### src/rtl/alu_pkg.sv
// Shared ALU definitions: opcode encodings and the arbiter FSM state type.
package alu_pkg;

    // Opcodes at or above this value are illegal.
    localparam int unsigned ALU_NUM_OPS = 5;

    localparam int unsigned ALU_ADD = 0;
    localparam int unsigned ALU_SUB = 1;
    localparam int unsigned ALU_AND = 2;
    localparam int unsigned ALU_OR  = 3;
    localparam int unsigned ALU_XOR = 4;

    typedef enum logic [1:0] {
        IDLE = 2'd0,
        EXEC = 2'd1,
        RESP = 2'd2
    } arb_state_t;

endpackage

### src/rtl/alu.sv
// Combinational ALU: add/sub/and/or/xor with signed-overflow, sign and zero flags.
module alu
    import alu_pkg::*;
#(
    parameter int word_len = 32,
    parameter int op_len   = 8
) (
    input  logic [op_len-1:0]   op,
    input  logic [word_len-1:0] x,
    input  logic [word_len-1:0] y,
    output logic [word_len-1:0] ans,
    output logic                did_overflow,
    output logic                is_negative,
    output logic                is_zero
);

    // Result and signed overflow; illegal opcodes yield zero with no overflow.
    always_comb begin
        ans          = '0;
        did_overflow = 1'b0;
        case (op)
            op_len'(ALU_ADD): begin
                ans          = x + y;
                did_overflow = (x[word_len-1] == y[word_len-1]) &&
                               (ans[word_len-1] != x[word_len-1]);
            end
            op_len'(ALU_SUB): begin
                ans          = x - y;
                did_overflow = (x[word_len-1] != y[word_len-1]) &&
                               (ans[word_len-1] != x[word_len-1]);
            end
            op_len'(ALU_AND): ans = x & y;
            op_len'(ALU_OR):  ans = x | y;
            op_len'(ALU_XOR): ans = x ^ y;
            default:          ans = '0;
        endcase
    end

    assign is_negative = ans[word_len-1];
    assign is_zero     = (ans == '0);

endmodule

### src/rtl/rr_arbiter.sv
// Combinational round-robin pick: first set request bit at or above ptr, with wrap.
module rr_arbiter #(
    parameter int  NUM_REQ = 4,
    localparam int ID_W    = $clog2(NUM_REQ)
) (
    input  logic [NUM_REQ-1:0] req,
    input  logic [ID_W-1:0]    ptr,
    output logic [NUM_REQ-1:0] grant_onehot,
    output logic [ID_W-1:0]    grant_idx
);

    // Scan NUM_REQ positions starting at ptr; the first hit wins.
    always_comb begin
        logic [ID_W-1:0] idx;
        logic            found;
        grant_onehot = '0;
        grant_idx    = '0;
        found        = 1'b0;
        idx          = '0;
        for (int k = 0; k < NUM_REQ; k++) begin
            idx = ID_W'((int'(ptr) + k) % NUM_REQ);
            if (!found && req[idx]) begin
                found             = 1'b1;
                grant_onehot[idx] = 1'b1;
                grant_idx         = idx;
            end
        end
    end

endmodule

### src/rtl/alu_arbiter.sv
// Shares one ALU between NUM_REQ requesters: round-robin accept, registered
// operands, one execute cycle, and a response held until the consumer takes it.
//
// Handshakes: a request transfers on a clock edge where req_valid[i] and
// req_ready[i] are both high; the response transfers on an edge where
// resp_valid and resp_ready are both high. A requester holds valid and its
// payload stable until ready; resp_* stay stable while resp_valid is waiting.
module alu_arbiter
    import alu_pkg::*;
#(
    parameter int  word_len = 32,
    parameter int  op_len   = 8,
    parameter int  NUM_REQ  = 4,
    localparam int ID_W     = $clog2(NUM_REQ)
) (
    input  logic                         clk,
    input  logic                         rst_n,
    input  logic [NUM_REQ-1:0]           req_valid,
    output logic [NUM_REQ-1:0]           req_ready,
    input  logic [NUM_REQ*op_len-1:0]    req_op,
    input  logic [NUM_REQ*word_len-1:0]  req_x,
    input  logic [NUM_REQ*word_len-1:0]  req_y,
    output logic                         resp_valid,
    input  logic                         resp_ready,
    output logic [ID_W-1:0]              resp_id,
    output logic [word_len-1:0]          resp_ans,
    output logic                         resp_ovf,
    output logic                         resp_neg,
    output logic                         resp_zer,
    output logic                         resp_err,
    output logic [1:0]                   dbg_state
);

    arb_state_t          state;
    logic [ID_W-1:0]     rr_ptr;
    logic [ID_W-1:0]     grant_idx;
    logic [NUM_REQ-1:0]  grant_onehot;
    logic [ID_W-1:0]     id_q;
    logic [op_len-1:0]   op_q;
    logic [word_len-1:0] x_q;
    logic [word_len-1:0] y_q;
    logic [word_len-1:0] alu_ans;
    logic                alu_ovf;
    logic                alu_neg;
    logic                alu_zer;
    logic                op_bad;

    rr_arbiter #(.NUM_REQ(NUM_REQ)) u_rr_arbiter (
        .req          (req_valid),
        .ptr          (rr_ptr),
        .grant_onehot (grant_onehot),
        .grant_idx    (grant_idx)
    );

    // The ALU only ever sees the latched operands, never the live request bus.
    alu #(.word_len(word_len), .op_len(op_len)) u_alu (
        .op           (op_q),
        .x            (x_q),
        .y            (y_q),
        .ans          (alu_ans),
        .did_overflow (alu_ovf),
        .is_negative  (alu_neg),
        .is_zero      (alu_zer)
    );

    // Accept strobe exists only in IDLE and is held off while reset is asserted.
    assign req_ready = (rst_n && state == IDLE) ? grant_onehot : '0;
    assign op_bad    = (op_q >= op_len'(ALU_NUM_OPS));
    assign dbg_state = state;

    // FSM, round-robin pointer and operand latch.
    always_ff @(posedge clk or negedge rst_n) begin
        if (!rst_n) begin
            state  <= IDLE;
            rr_ptr <= '0;
            id_q   <= '0;
            op_q   <= '0;
            x_q    <= '0;
            y_q    <= '0;
        end else begin
            case (state)
                IDLE: begin
                    if (|grant_onehot) begin
                        id_q   <= grant_idx;
                        op_q   <= req_op[int'(grant_idx)*op_len +: op_len];
                        x_q    <= req_x[int'(grant_idx)*word_len +: word_len];
                        y_q    <= req_y[int'(grant_idx)*word_len +: word_len];
                        rr_ptr <= (grant_idx == ID_W'(NUM_REQ-1)) ? '0
                                                                  : grant_idx + ID_W'(1);
                        state  <= EXEC;
                    end
                end
                EXEC:    state <= RESP;
                RESP:    if (resp_ready) state <= IDLE;
                default: state <= IDLE;
            endcase
        end
    end

    // Response registers: captured at the end of EXEC, held until accepted.
    always_ff @(posedge clk or negedge rst_n) begin
        if (!rst_n) begin
            resp_valid <= 1'b0;
            resp_id    <= '0;
            resp_ans   <= '0;
            resp_ovf   <= 1'b0;
            resp_neg   <= 1'b0;
            resp_zer   <= 1'b0;
            resp_err   <= 1'b0;
        end else if (state == EXEC) begin
            resp_valid <= 1'b1;
            resp_id    <= id_q;
            resp_ans   <= op_bad ? '0 : alu_ans;
            resp_ovf   <= op_bad ? 1'b0 : alu_ovf;
            resp_neg   <= op_bad ? 1'b0 : alu_neg;
            resp_zer   <= op_bad ? 1'b0 : alu_zer;
            resp_err   <= op_bad;
        end else if (state == RESP && resp_ready) begin
            resp_valid <= 1'b0;
        end
    end

endmodule

### config.mk
export PLATFORM = sky130hd
export DESIGN_NAME = alu_arbiter
export DESIGN_NICKNAME = d
export VERILOG_FILES = /design/src/rtl/alu_pkg.sv /design/src/rtl/alu.sv /design/src/rtl/rr_arbiter.sv /design/src/rtl/alu_arbiter.sv
export SDC_FILE = /design/constraint.sdc
export NUM_CORES = 1
export LEC_CHECK = 0
export CAP_MARGIN = 20
export CORE_MARGIN = 5
export CORE_UTILIZATION = 45
export CTS_CLUSTER_SIZE = 8
export DETAILED_ROUTE_END_ITERATION = 10
export GPL_TIMING_DRIVEN = 1
export PLACE_DENSITY = 0.79
export SETUP_SLACK_MARGIN = 0.02
export SYNTH_ARGS = -nofsm -noshare
export SYNTH_HDL_FRONTEND = slang
export SYNTH_SLANG_ARGS = --single-unit
### constraint.sdc
create_clock -name clk -period 3.8 [get_ports clk]
set_input_delay 0.57 -clock clk [delete_from_list [all_inputs] [get_ports clk]]
set_output_delay 0.57 -clock clk [all_outputs]
set_load 0.005 [all_outputs]
# Word level (Yosys, flattened, before mapping)
# Index checks and enable logic that the tools add are counted.
# totals
register_bits	117
out_inout_bits	45
# classes
n_addsub	6
n_lt_le_gt_ge	9
eq_ne	13
n_shift	3
mux	40
bitwise	6
reduce_logical	21
# ops
cell	count
variable part select 128 x 8 -> 32 bit	2
one-hot mux 32 bit (5 select lines)	1
adder 32 bit	1
AND 32 bit	1
zero test 32 bit	1
2-to-1 mux 32 bit	1
bitwise OR 32 bit	1
variable part select 32 x 6 -> 8 bit	1
subtractor 32 bit	1
bitwise XOR 32 bit	1
2-to-1 mux 4 bit	5
== test 8 x 2 -> 1 bit, second input constant	2
2-to-1 mux 1 bit	16
2-to-1 mux 2 bit	7
< comparator 2 x 3 -> 1 bit, second input constant	4
bitwise OR 4 bit	3
logical AND 1 bit	11
binary-select mux 1 bit (select 2 bit)	4
demux 1 bit (select 2 bit)	4
== test 8 x 1 -> 1 bit, second input constant	1
== test 8 x 3 -> 1 bit, second input constant	1
>= comparator 2 x 1 -> 1 bit, second input constant	4
>= comparator 8 x 3 -> 1 bit, second input constant	1
zero test 8 bit	1
other kinds (15)	23

# Longest topological paths before layout
# Gate-level depths: netlist of run 1.
# depth
word_depth	15
depth_mapped	15
mapped_depth_nobuf	15

# Modules after synthesis
# Synthesis of run 1 repeated with hierarchy kept, for this count alone.
# hier_totals
cells_unflattened	1368
area_unflattened_um2	12383.1
# by_module_without_submodules
mod	n_inst	cells_each	area_per_inst_um2
alu_arbiter	1	434	6224.7
alu	1	886	5754.3
rr_arbiter	1	48	404.1

# Worst setup path before layout of run 1
# No wires, ideal clock.
# synth_path
path_kind	register -> register
startpoint	register y_q[1]
endpoint	register resp_zer
setup_ns	0.076
arrival_ns	3.809
setup_slack_ns	-0.086
path_stages_with_launch	14
cell_sequence	dfrtp_1 > inv_1 > ha_1 > nor2_1 > o311ai_0 > o2bb2ai_1 > a211o_1 > or4_1 > nor4b_2 > nand4b_1 > or4_1 > or4_1 > or4_1 > o21ai_1
# synth_between
elab_chain_cells	4
# synth_rtl
item	line	rtl
start, declared	alu_arbiter.sv:41	logic [word_len-1:0] y_q;
start signal, assigned	alu_arbiter.sv:87	y_q <= req_y[int'(grant_idx)*word_len +: word_len];
subtractor 32 bit (tied with other cells)	alu.sv:28	ans = x - y;
one-hot mux 32 bit (5 select lines) *	alu.sv:21	case (op)
zero test 32 bit *	alu.sv:40	assign is_zero = (ans == '0);
2-to-1 mux 1 bit *	alu_arbiter.sv:116	resp_zer <= op_bad ? 1'b0 : alu_zer;
end signal, assigned	alu_arbiter.sv:116	
end, declared	alu_arbiter.sv:29	output logic resp_zer,
# Every way passes the cells marked *; elsewhere a longest branch is shown, timed or not.
# A chain may end at the register's enable or synchronous reset.

# Worst setup path in the final report of run 1
# layout_path
startpoint	register x_q[0]
endpoint	register resp_zer
# layout_between
elab_chain_cells	4
# layout_rtl
item	line	rtl
start, declared	alu_arbiter.sv:40	logic [word_len-1:0] x_q;
start signal, assigned	alu_arbiter.sv:86	x_q <= req_x[int'(grant_idx)*word_len +: word_len];
subtractor 32 bit (tied with other cells)	alu.sv:28	
one-hot mux 32 bit (5 select lines) *	alu.sv:21	
zero test 32 bit *	alu.sv:40	
2-to-1 mux 1 bit *	alu_arbiter.sv:116	
# Marked as above.

==> results of run 1 <==
routing by layer:
layer	vias to the layer above	global-route usage [%]	part of all wire (%)
met5	-	0	0.024
met4	2	11.2	3.2
met3	116	7.34	9.8
met2	789	51.5	44
met1	7224	46.5	43
li1	7198	-	-
through the flow:
step,total power [mW],setup TNS (ns),hold slack (ns),std cells,instance area [µm²]
finish,20.0,-0.287,0.472,2594,18900
global route,21.4,-0.454,0.510,2593,18900
CTS,19.3,-0.314,0.482,2585,18700
detailed placement,17.3,-0.523,0.451,2549,18000
global placement,17.1,-0.377,0.448,2549,18000
floorplan,10.8,0,0.274,1703,12500
placed cells by master, fill, tap and decap left out, types with 74 or more instances in the layout:
master	count
clkdlybuf4s50_1	337
buf_4	254
ha_1	103
a211oi_1	90
and2_1	74
inv_1	108
dfrtp_1	115
nand2_1	254
a21oi_1	87
o21ai_0	162
nor2_1	133
worst paths after layout:
kind                                       endpoint  depth (start not counted)
setup / recovery               resp_zer$_DFFE_PN0P_                         18
hold / removal             resp_ans[23]$_DFFE_PN0P_                          2
setup reg to reg               resp_zer$_DFFE_PN0P_                         18
hold reg to reg            resp_ans[23]$_DFFE_PN0P_                          2
max in group asynchronous       op_q[4]$_DFFE_PN0P_                          3
min in group asynchronous       y_q[27]$_DFFE_PN0P_                          2
worst reg2reg max path, delay by kind of cell, from the launching register on:
family                   cells  cell delay [ns]
flip-flops                   1             0.39
AO/OA/AOI/OAI                5             0.74
XOR/XNOR                     1             0.18
AND/OR/NAND/NOR              4             1.38
multiplexers                 1             0.16
buffers and inverters        5             0.59
adder cells (fa/ha/maj)      2             0.57
power by group:
part / internal, mW / leakage [nW] / total, mW / switching [mW]
registers: 1.80 / 1.47 / 2.21 / 0.404
clock network: 1.13 / 0.291 / 1.76 / 0.627
logic: 6.80 / 6.37 / 16.0 / 9.21
total: 9.73 / 8.14 / 20.0 / 10.2
cell families after synthesis:
logic type / Yosys count / synth area share (%)
XOR/XNOR: 5 / 0.351
multiplexers: 10 / 1.02
flip-flops: 116 / 23.3
adder cells (fa/ha/maj): 110 / 11.2
AND/OR/NAND/NOR: 616 / 23.0
AO/OA/AOI/OAI: 606 / 33.9
buffers and inverters: 240 / 7.34
sequential cells by signal (all words and copies together) (netlist names), named ones only:
name,cells
resp_ans,32
resp_err,1
x_q,32
op_q,8
resp_valid,1
dbg_state,2
y_q,32
resp_ovf,1
resp_zer,1
id_q,2
resp_id,2
rr_ptr,1
final cells by class:
cell class,count,area [µm²]
fill,2429,8700
clock inverter,12,179
inverter,112,420
clock buffer,20,457
tap,378,473
antenna,6,15.0
timing repair buffer,603,5500
sequential,116,2900
multi-input combinational,1347,8900
repair_timing:
| action | in CTS | in global routing |
|---|---|---|
| setup buffers | 3 | 3 |
| gates cloned | 0 | 0 |
| hold endpoints to repair | 4 | 0 |
| hold buffers | 1 | 0 |
| setup endpoints to repair | 2 | 8 |
| gates resized for setup | 12 | 34 |
| pin swaps | 3 | 11 |
==> impl_metrics.yaml, run 1 <==
sta:
  relSlewSlack_pct: 30.0
  layout_min_cycle_time_ns: 4.09
  max_slew.worst_pin.slew_ns: 1.05
  period_share_pct: 108
  setup_violations: 1
  drv_slew: 0
  hold_viol: 0
  rsz0062_at_grt: "yes"
  setup_ws_ns: -0.287
  skew_ns: 0.00931
  max_freq_ghz: 0.245
routing:
  dr.first_iter.drc_count: 1728
  via_per_inst: 5.91
  drc_errors: 0
  via_count: 15329
  ant_nets: 0
  drt-pass1-iter-count: 6
  wl_per_cell_um: 20.8
  drt-total-wl_um: 54000
final_layout:
  utilization_pct: 68.4
  drive_gt1_share_pct: 16.3
  nets: 2602
  syn_to_final_growth_pct: 51.2
critical_path:
  crit_top_cell: "buf_4"
  critPathKind: "flip-flop to flip-flop"
  worst-path-buf-inv: 5
  critPathMaxFanout: 3
  r2r_slack_ns: -0.29
  required_ns: 4.15
  cp_slowest_cell: "or4_4"
  r2r_start: "x_q[0]$_DFFE_PN0P_"
  end_kind: "flip-flop"
  critPathLaunchType: "flip-flop"
  cp_cell_sequence: "inv_1 > ha_1 > inv_1 > fa_2 > nor2b_2 > o2111ai_2 > buf_4 > a2111oi_4 > or2_1 > buf_4 > buf_4 > a31o_2 > mux2i_2 > xnor2_1 > o2111ai_1 > or4_4 > or4_1 > o21ai_1"
  worstPathArrival_ns: 4.44
  cp_top_family: "simple AND/OR/NAND/NOR gates"
  cp-startpoint: "x_q[0]$_DFFE_PN0P_"
  slowest_delay_ns: 0.49
clock_tree:
  insertion_delay_ns: 0.43
  worst_setup_hold_path_clk_slew_ns: 0.06
  h-tree-depth: 4
  clk_path_buf_depth: 2
  cts_tree: "built"
  cts_buffers: 17
  cts-root-buf: "clkbuf_16"
  cts_sinks: 116
synth:
  synth.most_common_cell: "nand2_1"
  synth_top_area_share_pct: 23.3
  synthFlopType: "dfrtp_1"
  synth_area_leaders: "dfrtp_1, ha_1, nand2_1"
  ys_seq_elements: 116
  synth_cells: 1703
  avgSynthCellArea_um2: 7.32
  yosys_warnings: 0
  async_reset_ff_share_pct: 100
  synth_edf_count: 0
  ys_seq_area_share_pct: 23.3
  synth_top_area_cell: "dfrtp_1"
  mappedNetlistArea_um2: 12500
  synth_common_cells: "nand2_1, o21ai_0, nor2_1"
  synthesis.nets: 2108
  yosysUniqueCellTypes: 79
die:
  die_h_um: 176
  die_area_um2: 31100
  start_util_pct: 45.3
  ios: 340
  core_area_um2: 27600
  fp.dieW_um: 176
  rows: 61
min_path:
  hold_path_class: "flip-flop to flip-flop"
  hold_start: "resp_ans[23]$_DFFE_PN0P_"
power_and_ir_drop:
  vdd_drop_max_uv: 627
  p_per_area_nw_per_um2: 1060
  p_leak_nw: 8.14
global_route:
  first_global_vias: 14820
  antenna_found_initial: 7
  grt_max_degree: 68
  grt_use_total_pct: 33.4
  grt_pass1_wl_um: 82300
  gr-total-overflow: 0
placement:
  numPortBuffers: 339
  dpl.hpwl_um: 43600
  finalWeightedCongestion: 1.04
  pre_cts_slack_ns: -0.402
run:
  max_cap_violations: 0
status:
  violations: "negative setup slack"
  outcome: "complete, but fails checks"
Note: power is estimated with default switching activity, not from simulation.
==> inputs of run 2 (changes only) <==
--- a/config.mk
+++ b/config.mk
@@ -5,13 +5,14 @@
 export SDC_FILE = /design/constraint.sdc
 export NUM_CORES = 1
 export LEC_CHECK = 0
-export CAP_MARGIN = 20
+export ABC_CLOCK_PERIOD_IN_PS = 3800
 export CORE_MARGIN = 5
 export CORE_UTILIZATION = 45
 export CTS_CLUSTER_SIZE = 8
 export DETAILED_ROUTE_END_ITERATION = 10
+export DONT_BUFFER_PORTS = 1
 export GPL_TIMING_DRIVEN = 1
-export PLACE_DENSITY = 0.79
+export PLACE_DENSITY = 0.63
 export SETUP_SLACK_MARGIN = 0.02
 export SYNTH_ARGS = -nofsm -noshare
 export SYNTH_HDL_FRONTEND = slang
==> impl_metrics.yaml, run 2 (same netlist as run 1, synthesis figures left out) <==
status:
  outcome: "complete, but fails checks"
  violations: "negative setup slack"
critical_path:
  r2r_slack_ns: -0.26
  slowest_delay_ns: 0.51
  required_ns: 4.15
  critPathKind: "flip-flop to flip-flop"
  worstPathArrival_ns: 4.41
  r2r_end: "resp_zer$_DFFE_PN0P_"
  r2r_cells: 13
  critPathMaxFanout: 3
  crit_top_cell: "or4_1"
  r2r_start: "y_q[0]$_DFFE_PN0P_"
  cp_slowest_cell: "or4_1"
  end_kind: "flip-flop"
  critPathLaunchType: "flip-flop"
  cp_cell_sequence: "ha_4 > buf_4 > a21o_1 > a211oi_2 > nor4b_1 > a211o_1 > or4_4 > nor4b_4 > nand4b_1 > or4_1 > or4_1 > or4_1 > o21ai_1"
clock_tree:
  cts_buffers: 17
  worst_setup_hold_path_clk_slew_ns: 0.07
  cts_tree: "built"
  h-tree-depth: 4
  clk_path_buf_depth: 2
  cts-root-buf: "clkbuf_16"
  cts_sinks: 116
  insertion_delay_ns: 0.43
min_path:
  hold_path_class: "primary input to asynchronous set/reset pin"
sta:
  period_share_pct: 107
  layout_min_cycle_time_ns: 4.06
  max_slew.worst_pin.slew_ns: 1.02
  hold_viol: 0
  rsz0062_at_grt: "yes"
  max_freq_ghz: 0.247
  worst_hold_slack_ns: 0.0882
  skew_ns: 0.0107
  setup_ws_ns: -0.257
  drv_slew: 0
  relSlewSlack_pct: 31.9
  setup_violations: 1
die:
  start_util_pct: 45.3
  die_h_um: 176
  ios: 340
  fp.dieW_um: 176
  rows: 61
  core_area_um2: 27600
  die_area_um2: 31100
routing:
  wl_per_cell_um: 22.6
  drc_errors: 0
  via_count: 13817
  ant_nets: 0
  via_per_inst: 6.20
  drt-pass1-iter-count: 6
  drt-total-wl_um: 50400
  dr.first_iter.drc_count: 1379
final_layout:
  layout_common_cells: "nand2_1, buf_4, o21ai_0"
  mostFrequentLayoutCell: "nand2_1"
  syn_to_final_growth_pct: 21.8
  largestRegisters: "resp_ans: 32 flops, x_q: 32 flops, y_q: 32 flops"
  drive_gt1_share_pct: 17.8
  nets: 2235
global_route:
  gr-total-overflow: 0
  antenna_found_initial: 7
  grt_pass1_wl_um: 76100
  first_global_vias: 13051
  grt_use_total_pct: 31.2
  grt_max_degree: 147
placement:
  finalWeightedCongestion: 1.05
  dpl.hpwl_um: 39700
  pre_cts_slack_ns: -0.350
  numPortBuffers: 0
run:
  max_cap_violations: 0
power_and_ir_drop:
  p_leak_nw: 6.66
  p_per_area_nw_per_um2: 1240
  vdd_drop_max_uv: 1320
[run 2: cell count changes in the layout (fill, tap and decap cells not counted), sizes merged, moves of 2 or more]
cell           previous run  this run
bufinv                    4         2
inv                     111       115
clkinvlp                  6         4
buf                     264       236
clkdlybuf4s50           337         0
[run 2: how the worst max path moves through the flow]
stage / end / startpoint / slack (ns)
after CTS: resp_zer$_DFFE_PN0P_ / y_q[0]$_DFFE_PN0P_ / -0.26
final: resp_zer$_DFFE_PN0P_ / y_q[0]$_DFFE_PN0P_ / -0.26
after global routing: resp_zer$_DFFE_PN0P_ / y_q[1]$_DFFE_PN0P_ / -0.41
after floorplan: resp_zer$_DFFE_PN0P_ / x_q[1]$_DFFE_PN0P_ / 0.02
after global placement: resp_zer$_DFFE_PN0P_ / y_q[10]$_DFFE_PN0P_ / -0.33
after detailed placement: resp_zer$_DFFE_PN0P_ / y_q[0]$_DFFE_PN0P_ / -0.35
[run 2: metrics by stage]
stage | instances | utilization [%] | setup TNS [ns] | total power [mW] | area, µm²
after floorplan | 1703 | - | 0 | 10.8 | 12500
after global routing | 2226 | 55.1 | -0.407 | 20.3 | 15200
final | 2227 | 55.1 | -0.257 | 18.9 | 15200
after CTS | 2221 | 54.7 | -0.262 | 18.4 | 15100
after detailed placement | 2184 | 52.0 | -0.518 | 16.4 | 14300
after global placement | 2184 | 52.0 | -0.373 | 16.3 | 14300
[run 2: cell type report]
| cell class | instances | area, µm² |
|---|---|---|
| antenna | 6 | 15.0 |
| clock buffer | 19 | 453 |
| clock inverter | 13 | 148 |
| inverter | 112 | 420 |
| multi-input combinational | 1347 | 8890 |
| tap | 378 | 473 |
| sequential | 116 | 2900 |
| fill | 2678 | 12400 |
| timing repair buffer | 236 | 1880 |
[run 2: timing repair]
| item | CTS | global route |
|---|---|---|
| setup endpoints to repair | 4 | 8 |
| cloned | 0 | 0 |
| pin swaps | 6 | 5 |
| hold buffers | 1 | 0 |
| hold endpoints to repair | 116 | 0 |
| resized for setup | 18 | 22 |
| setup buffers | 4 | 0 |
[run 2: where the power goes]
part	leakage, nW	switching [mW]	total (mW)	internal, mW
combinational	4.90	8.92	15.0	6.07
sequential	1.47	0.401	2.20	1.80
clock	0.283	0.674	1.68	1.01
total	6.66	9.99	18.9	8.88
[run 2: metal layers]
layer  vias to the layer above  part of all wire (%)  wire length, µm  track usage, %
met5                         -                     0                0               0
met4                         0                   2.6             1320            8.83
met3                        83                    10             5090            8.89
met2                       686                    42            21400            45.6
met1                      6585                    45            22600            45.2
li1                       6463                     -                -               -
[run 2: worst max-delay path, delay by kind of cell, from the launching register on]
family          cells  cell delay, ns
fa+ha+maj           1            0.19
buf+inv             1            0.13
simple gates        7            2.42
flops               1            0.42
compound gates      4            0.80
==> inputs of run 3 (changes only) <==
--- a/config.mk
+++ b/config.mk
@@ -14,6 +14,7 @@
 export GPL_TIMING_DRIVEN = 1
 export PLACE_DENSITY = 0.63
 export SETUP_SLACK_MARGIN = 0.02
+export SKIP_LAST_GASP = 1
 export SYNTH_ARGS = -nofsm -noshare
 export SYNTH_HDL_FRONTEND = slang
 export SYNTH_SLANG_ARGS = --single-unit
==> impl_metrics.yaml, run 3 (same netlist as run 1, synthesis figures left out) <==
sta:
  period_share_pct: 107
  max_slew.worst_pin.slew_ns: 1.02
  finalSetupTns_ns: -0.260
  max_freq_ghz: 0.246
  relSlewSlack_pct: 31.9
  rsz0062_at_grt: "yes"
  worst_hold_slack_ns: 0.0883
  layout_min_cycle_time_ns: 4.06
  hold_viol: 0
  drv_slew: 0
  setup_ws_ns: -0.260
  skew_ns: 0.0179
  setup_violations: 1
global_route:
  antenna_found_initial: 7
  grt_use_total_pct: 31.2
  grt_pass1_wl_um: 76100
  first_global_vias: 13051
  gr-total-overflow: 0
  grt_max_degree: 147
critical_path:
  cp_slowest_cell: "or4_1"
  cp_cell_sequence: "ha_4 > buf_4 > a21o_1 > a211oi_2 > nor4b_1 > a211o_1 > or4_4 > nor4b_4 > nand4b_1 > or4_1 > or4_1 > or4_1 > o21ai_1"
  worstPathArrival_ns: 4.41
  end_kind: "flip-flop"
  critPathKind: "flip-flop to flip-flop"
  worst-path-buf-inv: 1
  critPathMaxFanout: 3
  r2r_end: "resp_zer$_DFFE_PN0P_"
  r2r_cells: 13
  critPathLaunchType: "flip-flop"
  required_ns: 4.15
  r2r_slack_ns: -0.26
  cp_top_family: "simple AND/OR/NAND/NOR gates"
  r2r_start: "y_q[0]$_DFFE_PN0P_"
  slowest_delay_ns: 0.51
  crit_top_cell: "or4_1"
final_layout:
  final_cells: 2227
  finalInstanceArea_um2: 15200
  syn_to_final_growth_pct: 21.8
  nets: 2235
  num-fill-cells: 2678
  seq_area_um2: 2900
  layout_common_cells: "nand2_1, buf_4, o21ai_0"
  utilization_pct: 55.1
  mostFrequentLayoutCell: "nand2_1"
  multi_input_area_um2: 8890
  largestRegisters: "resp_ans: 32 flops, x_q: 32 flops, y_q: 32 flops"
  drive_gt1_share_pct: 17.8
power_and_ir_drop:
  p_per_area_nw_per_um2: 1240
  vdd_drop_max_uv: 1330
  p_leak_nw: 6.66
  finalPower_mw: 18.9
die:
  die_area_um2: 31100
  start_util_pct: 45.3
  die_h_um: 176
  core_area_um2: 27600
  ios: 340
  fp.dieW_um: 176
  rows: 61
routing:
  wl_per_cell_um: 22.6
  drc_errors: 0
  ant_nets: 0
  via_per_inst: 6.22
  via_count: 13843
  dr.first_iter.drc_count: 1358
  drt-pass1-iter-count: 8
  drt-total-wl_um: 50400
run:
  max_cap_violations: 0
placement:
  pre_cts_slack_ns: -0.350
  numPortBuffers: 0
  postPlaceCellArea_um2: 14300
  dpl.hpwl_um: 39700
  finalWeightedCongestion: 1.05
  dp_cells: 2184
clock_tree:
  cts-root-buf: "clkbuf_16"
  h-tree-depth: 4
  insertion_delay_ns: 0.43
  cts_tree: "built"
  cts_sinks: 116
  cts_buffers: 17
  worst_setup_hold_path_clk_slew_ns: 0.07
  clk_path_buf_depth: 2
status:
  outcome: "complete, but fails checks"
  violations: "negative setup slack"
min_path:
  hold_path_class: "primary input to asynchronous set/reset pin"
run 3: changes by cell type in the layout (fill, tap and decap cells not counted):
cell | previous run | this run
o21ai_0 | 161 | 162
o21ai_1 | 7 | 6
run 3: how the worst max path moves through the flow:
stage	start	endpoint	cells after the start
2_1_floorplan	x_q[1]$_DFFE_PN0P_	resp_zer$_DFFE_PN0P_	13
3_3_place_gp	y_q[10]$_DFFE_PN0P_	resp_zer$_DFFE_PN0P_	15
3_5_place_dp	y_q[0]$_DFFE_PN0P_	resp_zer$_DFFE_PN0P_	13
4_1_cts	y_q[0]$_DFFE_PN0P_	resp_zer$_DFFE_PN0P_	13
5_1_grt	y_q[1]$_DFFE_PN0P_	resp_zer$_DFFE_PN0P_	13
6_report	y_q[0]$_DFFE_PN0P_	resp_zer$_DFFE_PN0P_	13
run 3: cell type report:
class | instances | share of cell area, %
antenna | 6 | 0.0989
inverter | 112 | 2.77
clock inverter | 13 | 0.972
timing repair buffer | 236 | 12.4
multi-input combinational | 1347 | 58.6
clock buffer | 19 | 2.98
tap | 378 | 3.11
sequential | 116 | 19.1
run 3: layer usage:
layer / part of all wire [%] / global-route usage (%)
met4: 2.9 / 8.83
met2: 42 / 45.6
met1: 45 / 45.2
met3: 10 / 8.89
met5: 0 / 0
run 3: timing repair:
action	CTS	global route
resized for setup	18	21
cloned	0	0
hold buffers	1	0
hold endpoints to repair	116	0
setup buffers	4	0
endpoints found under the setup margin	4	8
pin swaps	6	5
run 3: worst register-to-register path: cells and delay by family, from the launching register on:
kind            cells  cell delay (ns)
compound gates      4             0.80
fa+ha+maj           1             0.19
buf+inv             1             0.13
flops               1             0.42
simple gates        7             2.42
run 3: where the power goes:
group,internal [mW],switching [mW]
combinational,6.07,8.92
clock,1.01,0.670
sequential,1.80,0.401
==> edit 1 (config.mk and constraints of run 2) <==
`word_len` is set to 32 in 2 places; all go to 64.
--- a/src/rtl/alu.sv
+++ b/src/rtl/alu.sv
@@ -2,7 +2,7 @@
 module alu
     import alu_pkg::*;
 #(
-    parameter int word_len = 32,
+    parameter int word_len = 64,
     parameter int op_len   = 8
 ) (
     input  logic [op_len-1:0]   op,
--- a/src/rtl/alu_arbiter.sv
+++ b/src/rtl/alu_arbiter.sv
@@ -8,7 +8,7 @@
 module alu_arbiter
     import alu_pkg::*;
 #(
-    parameter int  word_len = 32,
+    parameter int  word_len = 64,
     parameter int  op_len   = 8,
     parameter int  NUM_REQ  = 4,
     localparam int ID_W     = $clog2(NUM_REQ)
Ports: changed (resized req_x, req_y and resp_ans); port bits go from 340 to 628. No check against the original RTL was run, so the function may have changed too.
==> edit 1 against run 2 <==
The flow finishes with violations (negative hold slack, negative setup slack). Synthesized area rose by 92%. Sequential cell count rose by 96. Wire length rose by 110%. Count of clock-buffer cells in the layout rose by 15. Setup slack got worse by 0.12 ns. Cell area rose by 110%. First-iteration DRC count rose by 40%. Worst hold slack got worse by 0.40 ns. Clock skew rose by 0.0042 ns.
Power is left out: the tool's default activity adds up to more than one toggle a clock period on the data nets, which glitch-free logic cannot reach.
==> edit 1: results (changes against run 2) <==
Logic synthesis
  • Post-synthesis mux area share: 0.203 (was 0.0102)
  • Syn Nets: 3462 (was 2108)
  • Synth Area in XOR/XNOR: 0.00732 (was 0.00351)
  • Sequential area share after synthesis: 0.222 (was 0.233)
  • Asr flop ratio synth: 1.00 (unchanged)
  • Synth unique cells: 110 (was 79)
  • Adder-cell area share of the yosys netlist: 0.113 (was 0.112)
  • Synth Area in Compound Gates: 0.238 (was 0.339)
  • Synth top area cells: dfrtp_1 22%, mux4_2 13%, ha_1 11% (was dfrtp_1 23%, ha_1 11%, nand2_1 7.7%)
  • Synth top cells by count: 219 x nor2_1, 214 x a21oi_1, 212 x dfrtp_1, 212 x ha_1, 195 x nand2_1 (was 256 x nand2_1, 164 x o21ai_0, 134 x nor2_1)

Setup path
  • CP arrival: 4.68 ns (was 4.41 ns)
  • CP max FO: 13 (was 3)
  • R2R Path Start: x_q[25] (was y_q[0])
  • Startpoint types: flop (unchanged)
  • CP peak stage delay: 0.44 ns (was 0.51 ns)
  • Crit path max-delay cell type: o31ai_1 (was or4_1)

Cells and area
  • Fillers: 4593 (was 2678)
  • Nets: 4067 (was 2235)
  • Top Registers: resp_ans (64), x_q (64), y_q (64) (was resp_ans (32), x_q (32), y_q (32))
  • Layout cells sized above 1: 0.397 (was 0.178)
  • N_diodes: 0 (was 6)

STA
  • Final Worst Setup Slack: -0.375 ns (was -0.257 ns)
  • Final setup violation count: 5 (was 1)
  • Max-slew violations: 0 (unchanged)
  • Hold_ws: -0.316 ns (was 0.0882 ns)
  • Worst relative slew slack: 0.278 (was 0.319)
  • Final setup skew: 0.0149 ns (was 0.0107 ns)
  • Final Hold Vio Count: 212 (was 0)

Detailed routing
  • TritonRoute pass-1 iters: 6 (unchanged)
  • Total wire length: 106000 microns (was 50400 microns)
  • Via density: 6.32 (was 6.20)
  • Initial DRC count: 1927 (was 1379)

Placed design
  • Port-buffer cells: 0 (unchanged)
  • Post-place instance area: 29800 sq um (was 14300 sq um)
  • RD Place Congestion: 1.07 (was 1.05)
  • Final HPWL DP: 86800 microns (was 39700 microns)

Outcome
  • Status: complete, but fails checks (unchanged)
  • Failing checks: negative hold slack, negative setup slack (was negative setup slack)

GRT
  • Vias in the first global route: 25100 (was 13100)
  • Grt met3 use: 0.0535 (was 0.0889)
  • First-pass GRT wire length: 155000 microns (was 76100 microns)
  • Total GRT Usage: 0.345 (was 0.312)
  • Largest net degree at the start of global routing: 214 (was 147)
  • Initial antenna violation count: 3 (was 7)
  • Met1 Use GR: 0.479 (was 0.452)
  • Grt met2 use: 0.572 (was 0.456)

Min path
  • Worst Hold Class: in -> async (unchanged)

Clock network
  • H-tree depth: 1 (was 4)
  • Root Buffer: clkbuf_16 (unchanged)
  • Clk_lat worst skew: 0.60 ns (was 0.43 ns)
  • CTS buffer count: 30 (was 17)
  • Clk slew on worst S/H paths: 0.07 ns (about the same)
  • Clock buffer depth: 3 (was 2)
==> edit 1: cell count changes after synthesis, moves of 66 or more <==
cell / delta
mux2_2: +137
mux4_2: +137
a21oi_1: +127
ha_1: +104
dfrtp_1: +96
nor2_1: +85
inv_1: +79
a311o_1: -66
==> edit 1: worst max-delay path, delay by kind of cell (launching register included) <==
| kind | cells | cell delay [ns] |
|---|---|---|
| compound gates | 7 | 1.97 |
| buf+inv | 3 | 0.48 |
| simple gates | 4 | 0.77 |
| xor+xnor | 1 | 0.13 |
| fa+ha+maj | 1 | 0.33 |
| flops | 1 | 0.38 |
==> edit 1: layout make-up <==
cell class                 count  area [sq um]  share of cell area
clock inverter                 1          30.0            0.000946
clock buffer                  34           776              0.0244
sequential                   212          5310               0.167
inverter                     206           773              0.0243
tap                          688           861              0.0271
timing repair buffer         750          5920               0.186
multi-input combinational   2102         18100               0.570
==> edit 1: logic make-up (layout without fill, tap and decap cells) <==
family | after synthesis | after routing
compound gates | 828 | 828
simple gates | 745 | 745
mux | 295 | 295
fa+ha+maj | 214 | 214
xor+xnor | 20 | 20
flops | 212 | 212
buf+inv | 383 | 991
==> edit 1: per-layer routing <==
metal / vias to the layer above / share of wire / wire, microns
met1: 12500 / 0.42 / 44800
met3: 159 / 0.077 / 8170
li1: 11400 / - / -
met5: - / 0.00012 / 13
met4: 2 / 0.027 / 2840
met2: 1175 / 0.47 / 50300
==> edit 1: stage by stage <==
| stage | hold slack [ns] | setup WS [ns] | std cells | setup TNS, ns |
|---|---|---|---|---|
| detailed placement | 0.284 | -0.944 | 3934 | -3.82 |
| finish | -0.316 | -0.375 | 3993 | -0.737 |
| global placement | 0.283 | -0.958 | 3934 | -4.11 |
| global route | -0.350 | -0.509 | 3993 | -1.33 |
| floorplan | 0.274 | 0.154 | 2697 | 0 |
| CTS | -0.344 | -0.340 | 3983 | -0.554 |
==> edit 1: worst paths after layout <==
| kind | cells after the start | slack (ns) | endpoint |
|---|---|---|---|
| max | 16 | -0.37 | resp_zer |
| min | 0 | -0.32 | rr_ptr[1] |
| max reg2reg | 16 | -0.37 | resp_zer |
| min reg2reg | 2 | 0.51 | id_q[0] |
| max in group asynchronous | 0 | 3.34 | op_q[0] |
| min in group clk | 1 | 0.10 | dbg_state[1] |
==> edit 1: what timing repair did <==
| action | CTS | global route |
|---|---|---|
| pin swaps | 36 | 59 |
| setup endpoints to repair | 17 | 21 |
| resized for setup | 104 | 122 |
| buffers inserted | 17 | 11 |
| endpoints found under the hold margin | 212 | 212 |
==> edit 2 (settings of run 2) <==
Without the edit above. Register the output `resp_err` once more, cleared by the reset; this adds one clock of latency there. The other outputs are not delayed to match.
--- a/src/rtl/alu_arbiter.sv
+++ b/src/rtl/alu_arbiter.sv
@@ -30,6 +30,8 @@
     output logic                         resp_err,
     output logic [1:0]                   dbg_state
 );
+
+    logic resp_err_s0;
 
     arb_state_t          state;
     logic [ID_W-1:0]     rr_ptr;
@@ -106,7 +108,7 @@
             resp_ovf   <= 1'b0;
             resp_neg   <= 1'b0;
             resp_zer   <= 1'b0;
-            resp_err   <= 1'b0;
+            resp_err_s0 <= 1'b0;
         end else if (state == EXEC) begin
             resp_valid <= 1'b1;
             resp_id    <= id_q;
@@ -114,11 +116,19 @@
             resp_ovf   <= op_bad ? 1'b0 : alu_ovf;
             resp_neg   <= op_bad ? 1'b0 : alu_neg;
             resp_zer   <= op_bad ? 1'b0 : alu_zer;
-            resp_err   <= op_bad;
+            resp_err_s0 <= op_bad;
         end else if (state == RESP && resp_ready) begin
             resp_valid <= 1'b0;
         end
     end
 
+    always_ff @(posedge clk or negedge rst_n) begin
+        if (!rst_n) begin
+            resp_err <= '0;
+        end else begin
+            resp_err <= resp_err_s0;
+        end
+    end
+
 endmodule
 
Check against the original RTL: not equivalent (a bounded check fails within 4 cycles, from zero or initial values and one cycle with rst_n low).
==> edit 2 against run 2 <==
The flow still finishes with violations (negative setup slack). Clock power up 3%. Sequential cell count up 1. Setup slack better by 0.034 ns. Cell area up 1.1%. Synthesized area up 0.20%. Die area up 0.19%. Wire length up 1.8%. Worst hold slack worse by 0.0012 ns. Power up 1.5%.
==> edit 2: results (changes against run 2) <==
GRT
  • Grt met3 use: 0.0940 (was 0.0889)
  • Initial antenna violation count: 6 (was 7)
  • First-pass GRT wire length: 77100 microns (was 76100 microns)
  • Vias in the first global route: 13100 (about the same)
  • Met1 Use GR: 0.457 (was 0.452)
  • Grt met2 use: 0.460 (was 0.456)

Cells and area
  • Nets: 2253 (was 2235)
  • Layout cells sized above 1: 0.186 (was 0.178)
  • Design Area, Final: 15300 sq um (was 15200 sq um)
  • Fillers: 2721 (was 2678)

Logic synthesis
  • Synth Area in XOR/XNOR: 0.00351 (about the same)
  • Synth Area in Compound Gates: 0.338 (was 0.339)
  • Sequential area share after synthesis: 0.234 (was 0.233)
  • Adder-cell area share of the yosys netlist: 0.111 (was 0.112)
  • Synth top cells by count: 256 x nand2_1, 164 x o21ai_0, 134 x nor2_1 (unchanged)
  • Synth top area cells: dfrtp_1 23%, ha_1 11%, nand2_1 7.7% (unchanged)

STA
  • Final setup violation count: 1 (unchanged)
  • Final setup skew: 0.0151 ns (was 0.0107 ns)
  • Final Worst Setup Slack: -0.223 ns (was -0.257 ns)
  • Worst relative slew slack: 0.345 (was 0.319)

Setup path
  • CP peak stage delay: 0.53 ns (was 0.51 ns)
  • Crit path max-delay cell type: or4_4 (was or4_1)
  • Cell count of the worst reg-to-reg path: 17 (was 13)

Detailed routing
  • Drt wl/cell: 22.9 microns (was 22.6 microns)
  • Met2 WL: 21900 microns (was 21400 microns)
  • Vias: 14000 (was 13800)
  • TritonRoute pass-1 iters: 5 (was 6)
  • DR WL met3: 5550 microns (was 5090 microns)
  • Met1 WL: 22700 microns (was 22600 microns)

Placed design
  • RD Place Congestion: 1.01 (was 1.05)
  • Post-place setup slack: -0.399 ns (was -0.350 ns)

Outcome
  • Failing checks: negative setup slack (unchanged)
  • Status: complete, but fails checks (unchanged)

Power
  • Max VDD drop: 0.792 mV (was 1.32 mV)
==> edit 2: worst register-to-register path, cell delays in order (launching register included) <==
cell and delay [ns]:
dfrtp_1 0.40, buf_6 0.13, ha_4 0.16, inv_1 0.06, fa_2 0.20, nor2b_4 0.15
o2111ai_2 0.15, buf_4 0.18, a2111oi_4 0.34, buf_4 0.20, o2111a_1 0.22, or4b_2 0.13
a21oi_1 0.07, nor3_2 0.27, nand4_1 0.12, or4_4 0.53, or4_4 0.53, o21ai_2 0.11
==> edit 2: report_power, final <==
group	leakage, nW	switching [mW]	internal (mW)
clock	0.293	0.673	1.06
sequential	1.48	0.394	1.82
combinational	4.98	9.04	6.18
==> edit 2: through the flow <==
stage | cells | setup TNS, ns
after floorplan | 1704 | 0
after global placement | 2201 | -0.312
after detailed placement | 2201 | -0.436
after CTS | 2238 | -0.218
after global routing | 2243 | -0.454
final | 2243 | -0.223
==> edit 2: layout make-up <==
cell class	count	share of cell area
timing repair buffer	253	0.131
tap	378	0.0308
clock buffer	18	0.0286
inverter	112	0.0274
sequential	117	0.191
antenna	4	0.000652
clock inverter	14	0.0114
multi-input combinational	1347	0.580
==> edit 2: path summary, 6_finish.rpt <==
kind	slack, ns	end
worst max-delay path	-0.22	resp_zer
worst min-delay path	0.09	y_q[2]
worst max register to register	-0.22	resp_zer
worst min register to register	0.38	resp_err
max in group asynchronous	3.24	op_q[0]
min in group clk	0.29	dbg_state[1]
==> edit 2: logic make-up after synthesis <==
group	count (synthesis)
fa+ha+maj	110
mux	10
compound gates	606
buf+inv	240
simple gates	616
flops	117
xor+xnor	5
==> edit 2: repair_timing <==
item / in CTS / in global routing
setup buffers: 5 / 1
setup endpoints to repair: 3 / 10
hold buffers: 1 / 0
endpoints found under the hold margin: 117 / 0
resized for setup: 29 / 14
pin swaps: 18 / 3
